## src/rtl/hazard_ctrl_pkg.sv

```systemverilog
// -----------------------------------------------------------------------------
// hazard_ctrl_pkg
//   Shared definitions for the pipeline hazard controller: the opcode values
//   that matter for register-source usage, the controller state encoding and
//   two small decode helpers telling whether an opcode reads rs1 / rs2.
// -----------------------------------------------------------------------------
package hazard_ctrl_pkg;

  localparam logic [6:0] OP_R      = 7'b0110011;
  localparam logic [6:0] OP_I      = 7'b0010011;
  localparam logic [6:0] OP_LOAD   = 7'b0000011;
  localparam logic [6:0] OP_STORE  = 7'b0100011;
  localparam logic [6:0] OP_BRANCH = 7'b1100011;
  localparam logic [6:0] OP_JALR   = 7'b1100111;

  typedef enum logic [1:0] {
    ST_RUN   = 2'd0,
    ST_STALL = 2'd1,
    ST_WAIT  = 2'd2,
    ST_FLUSH = 2'd3
  } state_t;

  function automatic logic uses_rs1(input logic [6:0] op);
    return op inside {OP_R, OP_I, OP_LOAD, OP_STORE, OP_BRANCH, OP_JALR};
  endfunction

  function automatic logic uses_rs2(input logic [6:0] op);
    return op inside {OP_R, OP_STORE, OP_BRANCH};
  endfunction

endpackage

```

## src/rtl/hazard_shadow_pipe.sv

```systemverilog
// -----------------------------------------------------------------------------
// hazard_shadow_pipe
//   Two-slot shadow of the destination info travelling through ID/EX and
//   EX/MEM, so the hazard controller can compare against it locally.
// Ports
//   clk, reset              clock, asynchronous active-high reset
//   hold                    freeze both slots (data-memory wait)
//   flush                   clear both slots (taken branch)
//   insert                  ID holds a real instruction that is not bubbled
//   id_rd/memread/regwrite  decoder values of the instruction in ID
//   ex_*                    slot mirroring ID/EX
//   mem_*                   slot mirroring EX/MEM
// -----------------------------------------------------------------------------
module hazard_shadow_pipe #(
  parameter int REG_AW = 5
) (
  input  logic              clk,
  input  logic              reset,
  input  logic              hold,
  input  logic              flush,
  input  logic              insert,
  input  logic [REG_AW-1:0] id_rd,
  input  logic              id_memread,
  input  logic              id_regwrite,
  output logic [REG_AW-1:0] ex_rd,
  output logic              ex_memread,
  output logic              ex_regwrite,
  output logic [REG_AW-1:0] mem_rd,
  output logic              mem_memread,
  output logic              mem_regwrite
);

  always_ff @(posedge clk or posedge reset) begin
    if (reset) begin
      ex_rd        <= '0;
      ex_memread   <= 1'b0;
      ex_regwrite  <= 1'b0;
      mem_rd       <= '0;
      mem_memread  <= 1'b0;
      mem_regwrite <= 1'b0;
    end else if (flush) begin
      ex_rd        <= '0;
      ex_memread   <= 1'b0;
      ex_regwrite  <= 1'b0;
      mem_rd       <= '0;
      mem_memread  <= 1'b0;
      mem_regwrite <= 1'b0;
    end else if (!hold) begin
      // NOTE: non-blocking assignments, so the MEM slot takes the EX value
      // from before this edge and the two slots behave as a shift register.
      ex_rd        <= insert ? id_rd : '0;
      ex_memread   <= insert & id_memread;
      ex_regwrite  <= insert & id_regwrite;
      mem_rd       <= ex_rd;
      mem_memread  <= ex_memread;
      mem_regwrite <= ex_regwrite;
    end
  end

endmodule

```

## src/rtl/hazard_ctrl.sv

```systemverilog
// -----------------------------------------------------------------------------
// hazard_ctrl
//   Hazard controller for the 5-stage core. Inserts one bubble on a load-use
//   dependency, freezes the pipe while data memory is busy and squashes the
//   three younger instructions when a branch resolves taken in MEM.
//   Event priority: memory wait > taken branch > load-use.
// Ports
//   clk, reset                 clock, asynchronous active-high reset
//   id_valid/opcode/rs1/rs2/rd instruction currently in ID
//   id_memread, id_regwrite    decoder controls, before bubbling
//   mem_br_taken               branch in MEM resolved taken
//   dmem_req, dmem_ready       outstanding data access / completes this cycle
//   bubble                     zero the ID control signals
//   pc_write, ifid_write       PC and IF/ID enables
//   ifid/idex/exmem_flush      stage clears
//   pipe_hold                  hold ID/EX, EX/MEM and MEM/WB
//   state                      controller state (RUN/STALL/WAIT/FLUSH)
//   stall_count                saturating count of cycles with pc_write=0
//   mem_timeout                sticky: a memory wait lasted TIMEOUT cycles
// -----------------------------------------------------------------------------
module hazard_ctrl
  import hazard_ctrl_pkg::*;
#(
  parameter int REG_AW      = 5,
  parameter int TIMEOUT     = 64,
  parameter int STALL_CNT_W = 16
) (
  input  logic                   clk,
  input  logic                   reset,
  input  logic                   id_valid,
  input  logic [6:0]             id_opcode,
  input  logic [REG_AW-1:0]      id_rs1,
  input  logic [REG_AW-1:0]      id_rs2,
  input  logic [REG_AW-1:0]      id_rd,
  input  logic                   id_memread,
  input  logic                   id_regwrite,
  input  logic                   mem_br_taken,
  input  logic                   dmem_req,
  input  logic                   dmem_ready,
  output logic                   bubble,
  output logic                   pc_write,
  output logic                   ifid_write,
  output logic                   ifid_flush,
  output logic                   idex_flush,
  output logic                   exmem_flush,
  output logic                   pipe_hold,
  output logic [1:0]             state,
  output logic [STALL_CNT_W-1:0] stall_count,
  output logic                   mem_timeout
);

  localparam logic [6:0] WAIT_LAST = 7'(TIMEOUT - 1);

  state_t              cur_state, nxt_state;
  logic [6:0]          wait_cnt, wait_cnt_nxt;
  logic [REG_AW-1:0]   ex_rd, mem_rd;
  logic                ex_memread, ex_regwrite, mem_memread, mem_regwrite;
  logic                ev_wait, ev_branch, load_use;

  hazard_shadow_pipe #(.REG_AW(REG_AW)) u_shadow (
    .clk          (clk),
    .reset        (reset),
    .hold         (pipe_hold),
    .flush        (idex_flush),
    .insert       (id_valid & ~bubble),
    .id_rd        (id_rd),
    .id_memread   (id_memread),
    .id_regwrite  (id_regwrite),
    .ex_rd        (ex_rd),
    .ex_memread   (ex_memread),
    .ex_regwrite  (ex_regwrite),
    .mem_rd       (mem_rd),
    .mem_memread  (mem_memread),
    .mem_regwrite (mem_regwrite)
  );

  // The MEM slot and EX regwrite are tracked for debug visibility only.
  logic unused_shadow;
  assign unused_shadow = ^{ex_regwrite, mem_rd, mem_memread, mem_regwrite};

  // Events are masked during reset so every output shows its reset value
  // immediately, even if the stage inputs are still active.
  assign ev_wait   = ~reset & dmem_req & ~dmem_ready;
  assign ev_branch = ~reset & mem_br_taken;
  assign load_use  = ~reset & id_valid & ex_memread & (ex_rd != '0) &
                     ((uses_rs1(id_opcode) & (ex_rd == id_rs1)) |
                      (uses_rs2(id_opcode) & (ex_rd == id_rs2)));

  always_comb begin
    // NOTE: every output gets a default before the priority chain, so no
    // path leaves a signal unassigned and no latch is inferred.
    bubble      = 1'b0;
    pc_write    = 1'b1;
    ifid_write  = 1'b1;
    ifid_flush  = 1'b0;
    idex_flush  = 1'b0;
    exmem_flush = 1'b0;
    pipe_hold   = 1'b0;
    nxt_state   = ST_RUN;
    if (ev_wait) begin
      pipe_hold  = 1'b1;
      pc_write   = 1'b0;
      ifid_write = 1'b0;
      nxt_state  = ST_WAIT;
    end else if (ev_branch) begin
      ifid_flush  = 1'b1;
      idex_flush  = 1'b1;
      exmem_flush = 1'b1;
      nxt_state   = ST_FLUSH;
    end else if (load_use) begin
      bubble     = 1'b1;
      pc_write   = 1'b0;
      ifid_write = 1'b0;
      nxt_state  = ST_STALL;
    end
  end

  // Counts consecutive WAIT cycles; stops at the timeout value since the
  // timeout flag is sticky anyway.
  always_comb begin
    wait_cnt_nxt = '0;
    if (cur_state == ST_WAIT && nxt_state == ST_WAIT)
      wait_cnt_nxt = (wait_cnt == WAIT_LAST) ? wait_cnt : wait_cnt + 7'd1;
  end

  always_ff @(posedge clk or posedge reset) begin
    if (reset) begin
      cur_state   <= ST_RUN;
      wait_cnt    <= '0;
      stall_count <= '0;
      mem_timeout <= 1'b0;
    end else begin
      cur_state <= nxt_state;
      wait_cnt  <= wait_cnt_nxt;
      if (wait_cnt_nxt == WAIT_LAST)
        mem_timeout <= 1'b1;
      if (!pc_write && stall_count != '1)
        stall_count <= stall_count + STALL_CNT_W'(1);
    end
  end

  assign state = cur_state;

endmodule
```

## config.mk

```make
export PLATFORM = sky130hd
export DESIGN_NAME = hazard_ctrl
export DESIGN_NICKNAME = d
export VERILOG_FILES = /design/src/rtl/hazard_ctrl_pkg.sv /design/src/rtl/hazard_shadow_pipe.sv /design/src/rtl/hazard_ctrl.sv
export SDC_FILE = /design/constraint.sdc
export NUM_CORES = 1
export LEC_CHECK = 0
export CAP_MARGIN = 10
export CORE_MARGIN = 3
export CORE_UTILIZATION = 45
export DETAILED_ROUTE_END_ITERATION = 8
export PLACE_DENSITY = 0.79
export SLEW_MARGIN = 15
export SYNTH_ARGS = -nofsm -noshare
export SYNTH_HDL_FRONTEND = slang
export SYNTH_SLANG_ARGS = --single-unit
```

## constraint.sdc

```tcl
create_clock -name clk -period 3.35 [get_ports clk]
set_input_delay 0.8375 -clock clk [delete_from_list [all_inputs] [get_ports clk]]
set_output_delay 0.8375 -clock clk [all_outputs]
set_load 0.01 [all_outputs]
```

# Yosys cells after proc, flatten, opt, wreduce, memory -nomap -nowiden

Index checks and enable logic that the tools add are counted.

Input port bits: 30
Bits in registers: 32
Word-level logic and storage cells: 62

Reduce and logical (&&, ||, !) cells: 6
Bitwise operators: 15
Eq/ne operators: 14
Muxes and demuxes: 19
$add $sub $neg: 2

Operators by type and width:

| kind                  | number |
|---|---|
| $eq 7x6->1 const B    | 4 |
| $add 16x1->16 const B | 1 |
| $ne 16x16->1 const B  | 1 |
| $mux 5                | 3 |
| $eq 7x7->1 const B    | 2 |
| $mux 7                | 2 |
| $mux 1                | 12 |
| $and 1x1->1           | 11 |
| $eq 5x5->1            | 2 |
| $add 7x1->7 const B   | 1 |
| $eq 7x2->1 const B    | 1 |
| $eq 7x5->1 const B    | 1 |
| $reduce_bool 6->1     | 1 |
| $reduce_bool 5->1     | 1 |
| $eq 2x2->1 const B    | 2 |
| $mux 2                | 2 |
| $not 1->1             | 3 |
| $reduce_bool 3->1     | 1 |
| $logic_and 1x1->1     | 2 |
| $ne 2x2->1 const B    | 1 |
| $logic_not 1->1       | 1 |
| $or 1x1->1            | 1 |

# Longest topological paths before layout

Gate-level depths: netlist of run 1.

Word-level depth: 13
Gate-level depth with buffers: 9
Mapped depth without buffers: 8

# By module

From an unflattened synthesis of run 1, not the netlist that was laid out.

Cells, all modules: 211
Area total of the unflattened synthesis: 2137.0 um^2

Modules (own cells, without submodules):

| module             | seq. area each (um^2) | cells each | area each (um^2) | instances |
|---|---|---|---|---|
| hazard_ctrl        | 650.6                 | 158        | 1549.0           | 1 |
| hazard_shadow_pipe | 350.3                 | 53         | 588.1            | 1 |

# Worst setup path after synthesis of run 1

OpenSTA, ideal clock, no wires.

Kind: input-to-output
From: input port reset
To: output port idex_flush
Data required time: 2.513 ns
Path buffers: 1
Stages on the path: 4
Arrival time: 2.196 ns
Path slack: 0.317 ns
Path through: inv_1 > nand2_1 > nor2_1 > buf_4

Word-level cells in the longest chain between the ends: 4

Ends and longest elaborated chain:

| what                                         | line                                 | text |
|---|---|---|
| from (decl)                                  | hazard_ctrl.sv:29                    | `input logic reset,` |
| $not 1->1 *                                  | hazard_ctrl.sv:83, hazard_ctrl.sv:84 |  |
| $and 1x1->1 (on tied branches)               | hazard_ctrl.sv:84, hazard_ctrl.sv:83 |  |
| $mux 1 / $and 1x1->1 (equally long branches) | --                                   |  |
| $mux 1 *                                     | --                                   |  |
| to (decl)                                    | hazard_ctrl.sv:44                    | `output logic idex_flush,` |

Mark *: on every way between the ends. The rest lies on a longest branch, timed or not.

# Worst setup path in the final report of run 1

From: input port id_rs1[0]
To: register u_shadow.ex_rd[4]

Word-level cells in the longest chain between the ends: 12

Ends and longest elaborated chain:

| what                 | line                     | text |
|---|---|---|
| from (decl)          | hazard_ctrl.sv:32        | `input logic [REG_AW-1:0] id_rs1,` |
| $eq 5x5->1           | hazard_ctrl.sv:86        | `((uses_rs1(id_opcode) & (ex_rd == id_rs1)) \|` |
| $and 1x1->1          | hazard_ctrl.sv:86        |  |
| $or 1x1->1           | hazard_ctrl.sv:86        |  |
| $and 1x1->1          | hazard_ctrl.sv:85        | `assign load_use = ~reset & id_valid & ex_memread & (ex_rd != '0) &` |
| $mux 1               | hazard_ctrl.sv:110       | `end else if (load_use) begin` |
| $mux 1               | hazard_ctrl.sv:105       | `end else if (ev_branch) begin` |
| $mux 1               | hazard_ctrl.sv:100       | `if (ev_wait) begin` |
| $not 1->1            | hazard_ctrl.sv:65        | `.insert (id_valid & ~bubble),` |
| $and 1x1->1          | hazard_ctrl.sv:65        |  |
| $mux 5               | hazard_shadow_pipe.sv:51 | `ex_rd <= insert ? id_rd : '0;` |
| $mux 5               | hazard_shadow_pipe.sv:48 | `end else if (!hold) begin` |
| $mux 5               | hazard_shadow_pipe.sv:41 | `end else if (flush) begin` |
| to (signal assigned) | hazard_shadow_pipe.sv:51 |  |
| to (decl)            | hazard_shadow_pipe.sv:25 | `output logic [REG_AW-1:0] ex_rd,` |

No other way between the ends. The select of a mux whose other input is x is not followed.
A chain may end at the register's enable or synchronous reset.

==> flow_metrics.py, run 1 <==
metrics = {
    "detailed_routing": {
        "drt-pass1-iter-count": 5,
        "drt_wl_total_um": 4300,
        "vias_per_cell": 5.25,
        "first_iter_violations": 87,
        "drc": 0,
        "via_count": 1466,
        "ant_nets": 0,
        "wire_per_inst_um": 15.4,
    },
    "sta": {
        "slew_viol_final": 0,
        "skew_ns": 0.00660,
        "min_period_ns": 3.29,
        "hold_viol": 0,
        "max-slew-margin-rel": 0.694,
        "setup_violations": 0,
        "fin_crit_sh": 0.981,
        "tightest_slew_ns": 0.456,
        "fmax_mhz": 304,
        "setup_tns_ns": 0,
    },
    "critical_path": {
        "critPathRequiredTime_ns": 3.52,
        "timing.rr.start": "u_shadow.ex_rd[0]",
        "startpoint": "id_rs1[0]",
        "critPathKind": "primary input to register",
        "critPathArrivalTime_ns": 3.46,
        "startpoint_type": "primary input",
        "cp_max_fo": 6,
        "worstSetupEndpointType": "register",
    },
    "power_and_ir_drop": {
        "power_density_mw_per_mm2": 417,
        "ir_worst_vdd_mv": 0.313,
        "leakage_nw": 1.11,
        "finalPower_mw": 1.03,
    },
    "synthesis": {
        "postSynth.asyncResetShare": 1.00,
        "syn_avg_cell_area_um2": 10.2,
        "yosysWarnings": 0,
        "postSynth.topFlopCell": "dfrtp_1",
        "synth_edf_count": 0,
        "ys_seq_area_frac": 0.481,
        "mappedNetlistArea_mm2": 0.00166,
        "postSynthCellCount": 163,
        "yosys.area.top_type": "dfrtp_1",
        "ys_ff_latch": 32,
        "synth_top_area_frac": 0.481,
        "yosys-top-cells-count": "dfrtp_1 (32), nand2_1 (19), nor2_1 (15), xnor2_1 (15), xor2_1 (11)",
        "synth_cell_types": 39,
        "yosys-top-cells-area": "dfrtp_1 (48%), xnor2_1 (7.9%), xor2_1 (5.8%)",
        "synth_nets": 195,
        "yosysMostFrequentCell": "dfrtp_1",
    },
    "run_status": {
        "status": "complete, no violations",
    },
    "die": {
        "ioPinCount": 56,
        "rows": 21,
        "initial_core_util": 0.483,
        "die_y_um": 66.8,
        "core_mm2": 0.00344,
        "die_area_mm2": 0.00446,
        "die_w_um": 66.8,
    },
    "global_routing": {
        "antenna_found_initial": 0,
        "grt_pass1_vias": 1428,
        "overflow": 0,
        "grt_pass1_wl_um": 6730,
        "grt_max_degree": 33,
        "grt_use_total": 0.205,
    },
    "placement": {
        "io_buffers": 54,
        "dpl_cell_area_mm2": 0.00227,
        "dpl.hpwl_um": 3100,
        "place.gp.congestion": 0.782,
    },
    "clock_tree": {
        "htree_levels": 2,
        "cts_buffer_depth": 2,
        "root_buffer": "clkbuf_8",
        "clock_sinks": 32,
        "numCtsBuffers": 5,
        "clock_latency_ns": 0.29,
        "hold_buffers": 0,
        "clk_pin_slew_worst_paths_ns": 0.07,
        "cts_tree": "built",
    },
    "cells_and_area": {
        "area_growth_pct": 48.7,
        "antenna_cells": 0,
        "drive_gt1_frac": 0.172,
        "fin_area_mm2": 0.00247,
        "nNetsFinal": 264,
    },
    "flow_run": {
        "drv_cap": 0,
    },
    "worst_hold_path": {
        "worstHoldStart": "mem_timeout",
        "holdCritPathClass": "register to register",
    },
}
## cell families after synthesis
kind of cell	count (synthesis)	synth area share
AOI/OAI and AO/OA	20	0.0902
xor gates and xnor gates	27	0.147
adders and majority gates	2	0.0150
buffers and inverters	10	0.0301
DFF	32	0.481
muxes	1	0.00677
and+or+nand+nor	71	0.230
## flip-flops by register name, indices dropped and copies added (netlist names)
name                 flops
mem_timeout              1
state                    2
stall_count             16
wait_cnt                 7
u_shadow.ex_rd           5
u_shadow.ex_memread      1
## where the power goes
part / switching [mW] / leakage, nW / total [mW] / internal [mW]
combinational: 0.0795 / 0.622 / 0.205 / 0.125
clock: 0.138 / 0.0552 / 0.358 / 0.220
sequential: 0.0483 / 0.432 / 0.469 / 0.420
## routing by layer
| layer | track usage | vias to the layer above | part of all wire |
|---|---|---|---|
| met2 | 0.353 | 33 | 0.54 |
| met1 | 0.248 | 730 | 0.40 |
| met5 | 0 | - | 0 |
| met3 | 0.0556 | 5 | 0.045 |
| met4 | 0.0609 | 0 | 0.011 |
| li1 | - | 698 | - |
## through the flow
step / hold slack (ns) / std cells / util / worst slack [ns]
finish: 0.471 / 279 / 0.719 / 0.0628
global route: 0.483 / 279 / 0.719 / -0.0400
CTS: 0.475 / 278 / 0.707 / 0.0165
detailed placement: 0.459 / 263 / 0.660 / -0.420
global placement: 0.456 / 263 / 0.660 / -0.413
floorplan: 0.473 / 163 / - / 0.317
## layout make-up
class                           instances  area [um^2]
Tap cell                               46         57.6
Sequential cell                        32          801
Timing Repair Buffer                   68          651
Inverter                                4         15.0
Clock buffer                            6         72.6
Multi-Input combinational cell        121          843
Fill cell                             256          967
Clock inverter                          2         35.0
## final timing paths
path / cells after the start / endpoint / slack (ns)
max: 15 / u_shadow.ex_rd[4] / 0.06
min reg2reg: 1 / mem_timeout / 0.47
min in group asynchronous: 3 / wait_cnt[4] / 1.06
min: 1 / mem_timeout / 0.47
max reg2reg: 14 / u_shadow.ex_rd[4] / 0.38
max in group asynchronous: 3 / u_shadow.ex_rd[2] / 2.01
## timing repair
item / CTS / global route
setup endpoints to repair: 3 / 12
gates resized for setup: 20 / 7
pin swaps: 4 / 6
setup buffers: 7 / 1
## worst max-delay path, cell delays in order
cell and delay [ns]:
dlygate4sd2_1 0.24, xor2_1 0.14, or4_4 0.53, nor4_4 0.20
buf_4 0.18, o21bai_4 0.08, buf_6 0.12, buf_4 0.12
buf_4 0.12, buf_4 0.12, buf_4 0.12, buf_4 0.12
buf_4 0.13, and4_4 0.20, a22o_4 0.21
## cell usage in the layout, fill, tap and decap left out, types with 2 or more instances in the layout
cell             instances
nor3_1                   5
dlymetal6s2s_1           3
nor2_1                  15
buf_4                   13
ha_1                     2
clkbuf_8                 5
xnor2_1                 15
nand2_1                 18
a21oi_1                  2
a22o_1                   5
dfrtp_1                 32
xor2_1                  11
nand3_1                 10
nand3b_1                 2
o21ai_0                  2
nand4_1                  4
inv_1                    3
a31oi_1                  3
buf_6                    3
clkdlybuf4s50_1         45
and3_1                   5
dlygate4sd2_1            3
No activity file was read; power rests on OpenSTA's default activity.
==> inputs of run 2 (changes only) <==
CAP_MARGIN = 20   (was 10)
CORE_UTILIZATION = 30   (was 45)
PLACE_DENSITY = not set   (was 0.79)
TNS_END_PERCENT = 20   (was not set)
==> run 2 against run 1 <==
Compared with the run above:
- utilization decreased by 24 points
- largest power group unchanged
- worst setup slack improved by 0.0067 ns
- largest cell class unchanged
- register-to-register slack better by 0.16 ns
- first-iteration DRC count fell by 16%
- via count fell by 4.4%
- wire length shrank 10%
- non-clock buffer count increased by 2
- highest routed layer unchanged
- clock skew is 0.0024 ns higher
==> flow_metrics.py, run 2 (synthesis gave the netlist of run 1 again) <==
metrics = {
    "cells_and_area": {
        "antenna_cells": 0,
        "largest_reg_flops": 16,
        "drive_gt1_frac": 0.183,
        "reg.largest.list": "stall_count: 16 flops, wait_cnt: 7 flops, u_shadow.ex_rd: 5 flops",
        "nNetsFinal": 266,
        "final_common_cell": "clkdlybuf4s50_1",
        "largest_register": "stall_count",
        "area_growth_pct": 49.7,
        "instances_no_fill": 305,
        "fin_util": 0.476,
        "fin_area_mm2": 0.00249,
        "fillers": 484,
        "mostFrequentLayoutCells": "clkdlybuf4s50_1 (48), dfrtp_1 (32), nand2_1 (19)",
    },
    "critical_path": {
        "critPathRequiredTime_ns": 2.51,
        "r2r_slack_ns": 0.54,
        "critPathKind": "primary input to output pin",
        "critPathArrivalTime_ns": 2.44,
        "worstSetupEndpointType": "output pin",
        "startpoint_type": "primary input",
        "cp_max_fo": 3,
    },
    "detailed_routing": {
        "drc": 0,
        "via_count": 1401,
        "first_iter_violations": 73,
        "drt_wl_total_um": 3860,
        "drt-pass1-iter-count": 5,
        "ant_nets": 0,
        "vias_per_cell": 4.59,
        "wire_per_inst_um": 12.7,
    },
    "die": {
        "initial_core_util": 0.318,
        "die_area_mm2": 0.00648,
        "ioPinCount": 56,
        "die_y_um": 80.5,
        "core_mm2": 0.00524,
        "die_w_um": 80.5,
        "rows": 26,
    },
    "clock_tree": {
        "clk_pin_slew_worst_paths_ns": 0.06,
        "cts_tree": "built",
        "numCtsBuffers": 5,
        "clock_latency_ns": 0.29,
        "cts_buffer_depth": 2,
        "hold_buffers": 0,
        "clock_sinks": 32,
        "htree_levels": 2,
        "root_buffer": "clkbuf_8",
    },
    "power_and_ir_drop": {
        "finalPower_mw": 0.979,
        "leakage_nw": 1.08,
        "power.internal_mw": 0.712,
        "ir_worst_vdd_mv": 0.335,
        "p_sw_frac": 0.273,
        "pwr-share-clk": 0.313,
        "switchingPower_mw": 0.267,
        "power_density_mw_per_mm2": 393,
        "p_seq_frac": 0.477,
        "p_comb_frac": 0.210,
    },
    "flow_run": {
        "drv_cap": 0,
    },
    "sta": {
        "hold_viol": 0,
        "rsz0062_at_grt": "yes",
        "slew_viol_final": 0,
        "skew_ns": 0.00897,
        "hold_ws_ns": 0.468,
        "min_period_ns": 3.28,
        "tightest_slew_ns": 0.483,
        "fmax_mhz": 305,
        "setup_violations": 0,
        "fin_crit_sh": 0.979,
        "max-slew-margin-rel": 0.676,
    },
    "global_routing": {
        "grt_pass1_wl_um": 6820,
        "grt_pass1_vias": 1419,
        "overflow": 0,
        "antenna_found_initial": 0,
        "grt_max_degree": 33,
        "grt_use_total": 0.138,
    },
    "placement": {
        "place.gp.congestion": 0.780,
        "io_buffers": 54,
        "dpl_cell_area_mm2": 0.00234,
        "place_inst": 291,
        "dpl.hpwl_um": 2930,
    },
    "worst_hold_path": {
        "holdCritPathClass": "register to register",
    },
    "run_status": {
        "status": "complete, no violations",
    },
}
[run 2: cell types whose count changed in the layout (fill, tap and decap cells not counted), sizes merged]
cell / delta
clkdlybuf4s50: +3
dlymetal6s2s: -3
buf: +2
bufinv: -1
clkinv: +1
[run 2: power by group through the flow]
stage	Sequential, mW	Combinational [mW]	Clock (mW)
floorplan	0.479	0.0765	0
global placement	0.475	0.206	0
detailed placement	0.474	0.207	0
CTS	0.468	0.209	0.317
global route	0.478	0.227	0.330
finish	0.467	0.205	0.306
[run 2: through the flow]
stage                     TNS (ns)  setup slack, ns
after detailed placement     -1.18           -0.432
after global placement       -1.20           -0.435
after floorplan                  0            0.317
after CTS                        0           0.0123
after global routing       -0.0494          -0.0253
final                            0           0.0694
[run 2: layer usage]
layer	GRT usage	up-vias	share of wire	wire, um
li1	-	708	-	-
met1	0.189	657	0.47	1820
met2	0.211	32	0.48	1850
met3	0.0392	4	0.042	164
met4	0.0405	0	0.0083	32
met5	0	-	0	0
[run 2: layout make-up]
class	count	area (um^2)	area share
tap	70	87.6	0.0352
sequential	32	801	0.321
clock inverter	2	10.0	0.00402
clock buffer	6	82.6	0.0331
multi-input combinational	121	828	0.332
timing repair buffer	70	667	0.268
inverter	4	15.0	0.00603
[run 2: final timing paths]
check / startpoint / endpoint / depth (start not counted)
min in group asynchronous: reset / stall_count[12] / 3
hold / removal: mem_timeout / mem_timeout / 1
max in group asynchronous: reset / wait_cnt[4] / 3
setup reg to reg: u_shadow.ex_rd[4] / u_shadow.ex_rd[4] / 13
setup / recovery: id_opcode[3] / pc_write / 9
hold reg to reg: mem_timeout / mem_timeout / 1
[run 2: timing repair]
item                       in CTS  in global routing
pin swaps                       4                  3
setup buffers                   6                  0
gates resized for setup        20                  2
setup endpoints to repair       3                 12
[run 2: critical path, cell delays in order]
cell and delay, ns:
clkdlybuf4s50_1 0.39, nand3b_1 0.18, buf_4 0.14, nor3_1 0.15
nor4b_2 0.22, buf_4 0.16, o21ai_2 0.06, and2_4 0.18
buf_6 0.12
